**src/rtl/exec_sequencer.sv**
```systemverilog
// exec_sequencer: fetch / issue / wait / writeback sequencer for the RV32IM core.
// It latches one instruction, pulses the ALU start, waits for the ALU ready
// handshake with a stall watchdog, then retires the instruction in a single
// writeback cycle. This cycle gates the PC advance, the register-file write
// and the retired-instruction count.
//
// Handshake: alu_start is a one-cycle request issued from ISSUE. The ALU
// answers by raising alu_ready in some WAIT cycle. The sequencer samples
// alu_ready only in WAIT, and only on the clock edge. alu_ready is ignored in
// every other state. No output depends combinationally on alu_ready or run.
module exec_sequencer #(
  parameter int TIMEOUT_CYCLES = 64,
  parameter int CNT_W          = 32
) (
  input  logic             clk,
  input  logic             rst,
  input  logic             run,
  input  logic [31:0]      ins,
  input  logic             ctrl_regwen,
  input  logic             alu_ready,
  output logic [31:0]      ins_q,
  output logic             alu_start,
  output logic             pc_en,
  output logic             reg_wen,
  output logic             halted,
  output logic             fault,
  output logic [CNT_W-1:0] instret,
  output logic [2:0]       state
);

  localparam int TMR_W = (TIMEOUT_CYCLES > 1) ? $clog2(TIMEOUT_CYCLES) : 1;
  localparam logic [TMR_W-1:0] TMR_LAST = TMR_W'(TIMEOUT_CYCLES - 1);

  localparam logic [31:0] INS_NOP    = 32'h0000_0013;
  localparam logic [31:0] INS_ECALL  = 32'h0000_0073;
  localparam logic [31:0] INS_EBREAK = 32'h0010_0073;

  typedef enum logic [2:0] {
    S_IDLE  = 3'd0,
    S_FETCH = 3'd1,
    S_ISSUE = 3'd2,
    S_WAIT  = 3'd3,
    S_WB    = 3'd4,
    S_HALT  = 3'd5,
    S_FAULT = 3'd6
  } state_t;

  state_t           r_state;
  state_t           w_next;
  logic [31:0]      r_ins_q;
  logic [TMR_W-1:0] r_timer;
  logic [CNT_W-1:0] r_instret;
  logic             w_is_halt_ins;
  logic             w_timer_last;

  assign w_is_halt_ins = (r_ins_q == INS_ECALL) || (r_ins_q == INS_EBREAK);
  assign w_timer_last  = (r_timer == TMR_LAST);

  // State register. Reset is asynchronous, so an in-flight instruction is
  // dropped at once and produces no writeback side effects.
  always_ff @(posedge clk or negedge rst) begin
    if (!rst) begin
      r_state <= S_IDLE;
    end else begin
      r_state <= w_next;
    end
  end

  // Next-state decode. HALT and FAULT are terminal until reset. Encoding 7
  // is unreachable; if it is ever reached, it is treated as a fault.
  always_comb begin
    w_next = r_state;
    case (r_state)
      S_IDLE:  if (run) w_next = S_FETCH;
      S_FETCH: w_next = S_ISSUE;
      S_ISSUE: w_next = w_is_halt_ins ? S_HALT : S_WAIT;
      S_WAIT: begin
        // A ready arriving in the final allowed cycle still retires.
        if (alu_ready)         w_next = S_WB;
        else if (w_timer_last) w_next = S_FAULT;
      end
      S_WB:    w_next = run ? S_FETCH : S_IDLE;
      S_HALT:  w_next = S_HALT;
      S_FAULT: w_next = S_FAULT;
      default: w_next = S_FAULT;
    endcase
  end

  // Datapath registers: the instruction latch, the WAIT watchdog timer and
  // the retired count.
  always_ff @(posedge clk or negedge rst) begin
    if (!rst) begin
      r_ins_q   <= INS_NOP;
      r_timer   <= '0;
      r_instret <= '0;
    end else begin
      if (r_state == S_FETCH) begin
        r_ins_q <= ins;
      end
      if (r_state == S_ISSUE) begin
        r_timer <= '0;
      end else if (r_state == S_WAIT && !alu_ready && !w_timer_last) begin
        r_timer <= r_timer + TMR_W'(1);
      end
      if (r_state == S_WB) begin
        r_instret <= r_instret + CNT_W'(1);
      end
    end
  end

  // Strobes decoded from the registered state only. reg_wen also uses the
  // latched rd field, so that writes to x0 are suppressed.
  always_comb begin
    alu_start = 1'b0;
    pc_en     = 1'b0;
    reg_wen   = 1'b0;
    halted    = 1'b0;
    fault     = 1'b0;
    case (r_state)
      S_ISSUE: alu_start = !w_is_halt_ins;
      S_WB: begin
        pc_en   = 1'b1;
        reg_wen = ctrl_regwen && (r_ins_q[11:7] != 5'd0);
      end
      S_HALT:  halted = 1'b1;
      S_FAULT: fault  = 1'b1;
      default: ;
    endcase
  end

  assign ins_q   = r_ins_q;
  assign instret = r_instret;
  assign state   = r_state;

endmodule
```
**config.mk**
```make
export PLATFORM = sky130hd
export DESIGN_NAME = exec_sequencer
export DESIGN_NICKNAME = d
export VERILOG_FILES = /design/src/rtl/exec_sequencer.sv
export SDC_FILE = /design/constraint.sdc
export NUM_CORES = 1
export LEC_CHECK = 0
export ABC_AREA = 0
export BUFFER_PORTS_ARGS = -buffer_cell sky130_fd_sc_hd__buf_2
export CORE_ASPECT_RATIO = 0.7
export CORE_MARGIN = 2
export CORE_UTILIZATION = 50
export CTS_CLUSTER_SIZE = 40
export DETAILED_ROUTE_END_ITERATION = 8
export PLACE_DENSITY_LB_ADDON = 0.3
export SYNTH_ARGS = -nofsm -noshare
export SYNTH_HDL_FRONTEND = slang
export SYNTH_SLANG_ARGS = --single-unit
```
**constraint.sdc**
```tcl
create_clock -name clk -period 2.5 [get_ports clk]
set_input_delay 0.75 -clock clk [delete_from_list [all_inputs] [get_ports clk]]
set_output_delay 0.75 -clock clk [all_outputs]
set_load 0.1 [all_outputs]
```
==> metrics list <==
* Result of the run: finished, violations left
- Violated checks: negative setup slack
- Along the worst path, the maximum fanout reaches 2.
- Initial DRC Count: 93
- Crit-path slowest cell: dfstp_4
- The repair_antennas step left the layout with diodes totalling 0.
- The hold violation total from the final report was 0.
- Broken down by cell family, the worst path's largest delay share belongs to simple AND/OR/NAND/NOR gates.
- Summed instance area of the synthesized netlist: 3250 sq um
* Skew-Pair Late Insertion Delay: 340 ps
- The number of buffers and inverters on the critical path is 1.
* Total global-route track usage: 0.225
* Crit path time final: 2750 ps
- DR vias/cell: 5.41
- Entering global routing, the biggest net connects 38 pins.
- The path class of the tightest hold or removal check is in2async.
- Library cells used by synthesis: 38
- Row count: 24
- The first global-routing pass estimated 12,300 um of wire.
- Number of cells on the critical path: 5
* Final Cycle Share: 1.10
- Fraction of synthesis flops using an asynchronous set or reset pin: 1.00
- Between clock sinks in the finished design, the worst skew comes to 7.71 ps.
- The number of nets in the synthesized netlist is 305.
* Critical path, cell by cell: nand4b_1, or4_4, nor4_4, nor2_4, buf_12
- After clock tree synthesis, the flow added hold-fix buffers numbering 0.
* Worst slew pin tran: 639 ps
- Number of enable flip-flop cells after synthesis: 0
* Count of maximum capacitance violations: 0
* First-pass iteration count of the detailed router: 4
- Most frequent standard cell in the layout excluding fill and tap cells: buf_2
* Post-route worst hold slack: 330 ps
- Total global routing overflow: 0
* Die Y: 71.5 um
- The number of clock buffers added by TritonCTS is 9.
- The longest clock path from root to sink contains 2 buffers.
- Post-layout worst setup margin: -246 ps
- The floorplan step defined a core boundary enclosing 6250 sq um.
- Placer Congestion: 0.785
- Area share of the largest cell type after synthesis: 0.539
- The share of the Yosys chip area taken by registers is 0.563.
* Port bufs: 108
* Data arrival time of the critical path: 2000 ps
- In this design, the stage delay of the slowest critical-path cell is 620 ps.
- Post-route DRC: 0
- Net total in the final layout: 429
- Relative to the synthesized area, the layout overhead comes to 32.1%.
- TritonCTS built the clock tree.
- Fraction of layout instances using a drive strength above 1: 0.484
- Setup repair after global routing could not meet its margin everywhere.
- Type of destination of the critical path: output port
- The final count of pins violating max slew is 0.
- Counting every sink on the clock net gives 73.
* Syn Area/Cell: 12.2 sq um
* Cell types with the largest area share after synthesis: dfrtp_1, mux2_2, xnor2_1
* Maximum clock rate: 364 MHz
- Headroom to the max-slew limit: 0.571
- For this block, the routed nets add up to 7540 um of wire.
* Final routed wire length divided by cell count: 15.9 um
- 109 I/O pins were placed.
- Library cell occupying the most area in the post-synthesis netlist: dfrtp_1
- Initial antenna violation count: 0
- Leaving out fill and tap cells, the most frequent cells in the layout are buf_2, dfrtp_1, mux2_2.
- The wire-length estimate of the detail-placed layout is 5490 um.
* Yosys warning total: 0
- From left edge to right edge, the die measures 100 um.
- Leading register cell type out of synthesis: dfrtp_1
- Flip-flop and latch count after synthesis: 73
- Initial Util: 0.520
- The floorplan step defined a die boundary enclosing 7170 sq um.
- The critical path in this run is classified as reg2out.
- CTS H-Tree Depth: 3
- Vias in the first global route: 2,435
- At the worst endpoint, the required time is 1750 ps.
* Final setup viols: 1
* Root buffer cell: clkbuf_8
- The routed layout has 2,560 vias.
- Number of cells produced by synthesis: 266
* ANT nets after route: 0
- Clock slew at reported path FFs: 80 ps
- For the worst flop-to-flop path, the logic depth is 5.
* Critical path startpoint category: flip-flop
==> synth_stat cells (all sizes together), types with 2 or more instances <==
cell and number:
and4 5, nor2 13, and2 3, dfstp 3, buf 6, nand2 19
ha 2, or4 2, mux2 32, xor2 5, dfrtp 70, inv 6
nor4 8, and3 6, clkbuf 2, nand4 15, nor3 5, o31ai 2
xnor2 27, a21oi 6, nand3 14, mux2i 3
==> sequential cells by signal, indices dropped and copies added, names as in the netlist <==
signal,cells
ins_q,32
instret,32
r_timer,6
state,3
==> per-stage QoR <==
stage,instances,cell area (sq um),TNS (ps),setup WS [ps],util
3_5_place_dp,452,4010,-84.9,-84.9,0.643
3_3_place_gp,452,4010,-30.6,-30.6,0.643
6_report,473,4290,-246,-246,0.687
5_1_grt,473,4290,-333,-330,0.687
4_1_cts,473,4290,-355,-355,0.687
2_1_floorplan,266,3310,-535,-350,-
==> cells by family (layout without fill, tap and decap cells) <==
logic type,count (synthesis),after routing,share of synthesized area
AOI/OAI and AO/OA,14,14,0.0273
muxes,35,35,0.120
and+or+nand+nor,96,96,0.172
DFF,73,73,0.563
adders and majority gates,2,2,0.00770
buffers and inverters,14,143,0.0231
xor gates and xnor gates,32,32,0.0862
==> timing repair <==
action / CTS / global route
setup endpoints to repair: 2 / 2
resized for setup: 6 / 0
gates cloned: 0 / 0
buffers inserted: 5 / 0
pin swaps: 2 / 1
==> final timing paths <==
check / startpoint / endpoint / slack (ps)
max reg2reg: state[0] / instret[27] / 520
max in group asynchronous: rst / instret[28] / 1430
min reg2reg: instret[31] / instret[31] / 480
min in group clk: instret[31] / instret[31] / 480
max: ins_q[4] / alu_start / -250
min: rst / r_timer[4] / 330
==> routing by layer <==
layer  GRT usage  share of wire  up-vias
met1       0.302           0.45     1272
met4      0.0594          0.011        0
met2       0.348           0.47       76
li1            -              -     1203
met5           0              0        -
met3      0.0868          0.064        9
==> final cells by class <==
class,count,area [sq um]
clock buffers,11,141
clock inverters,5,78.8
fillers,498,1950
inverters,6,26.3
multi-input cells,179,1400
flip-flops and latches,73,1840
well taps,78,97.6
repair buffers,121,708
==> worst reg2reg max path: stages, from the launching register on <==
cell and delay, ps:
dfrtp_4 500, or3b_4 400, buf_4 180, nor4_4 450
nand3_1 170, xnor2_1 160
Power is left out: the tool's default activity adds up to more than one toggle a clock period on the data nets, which glitch-free logic cannot reach.
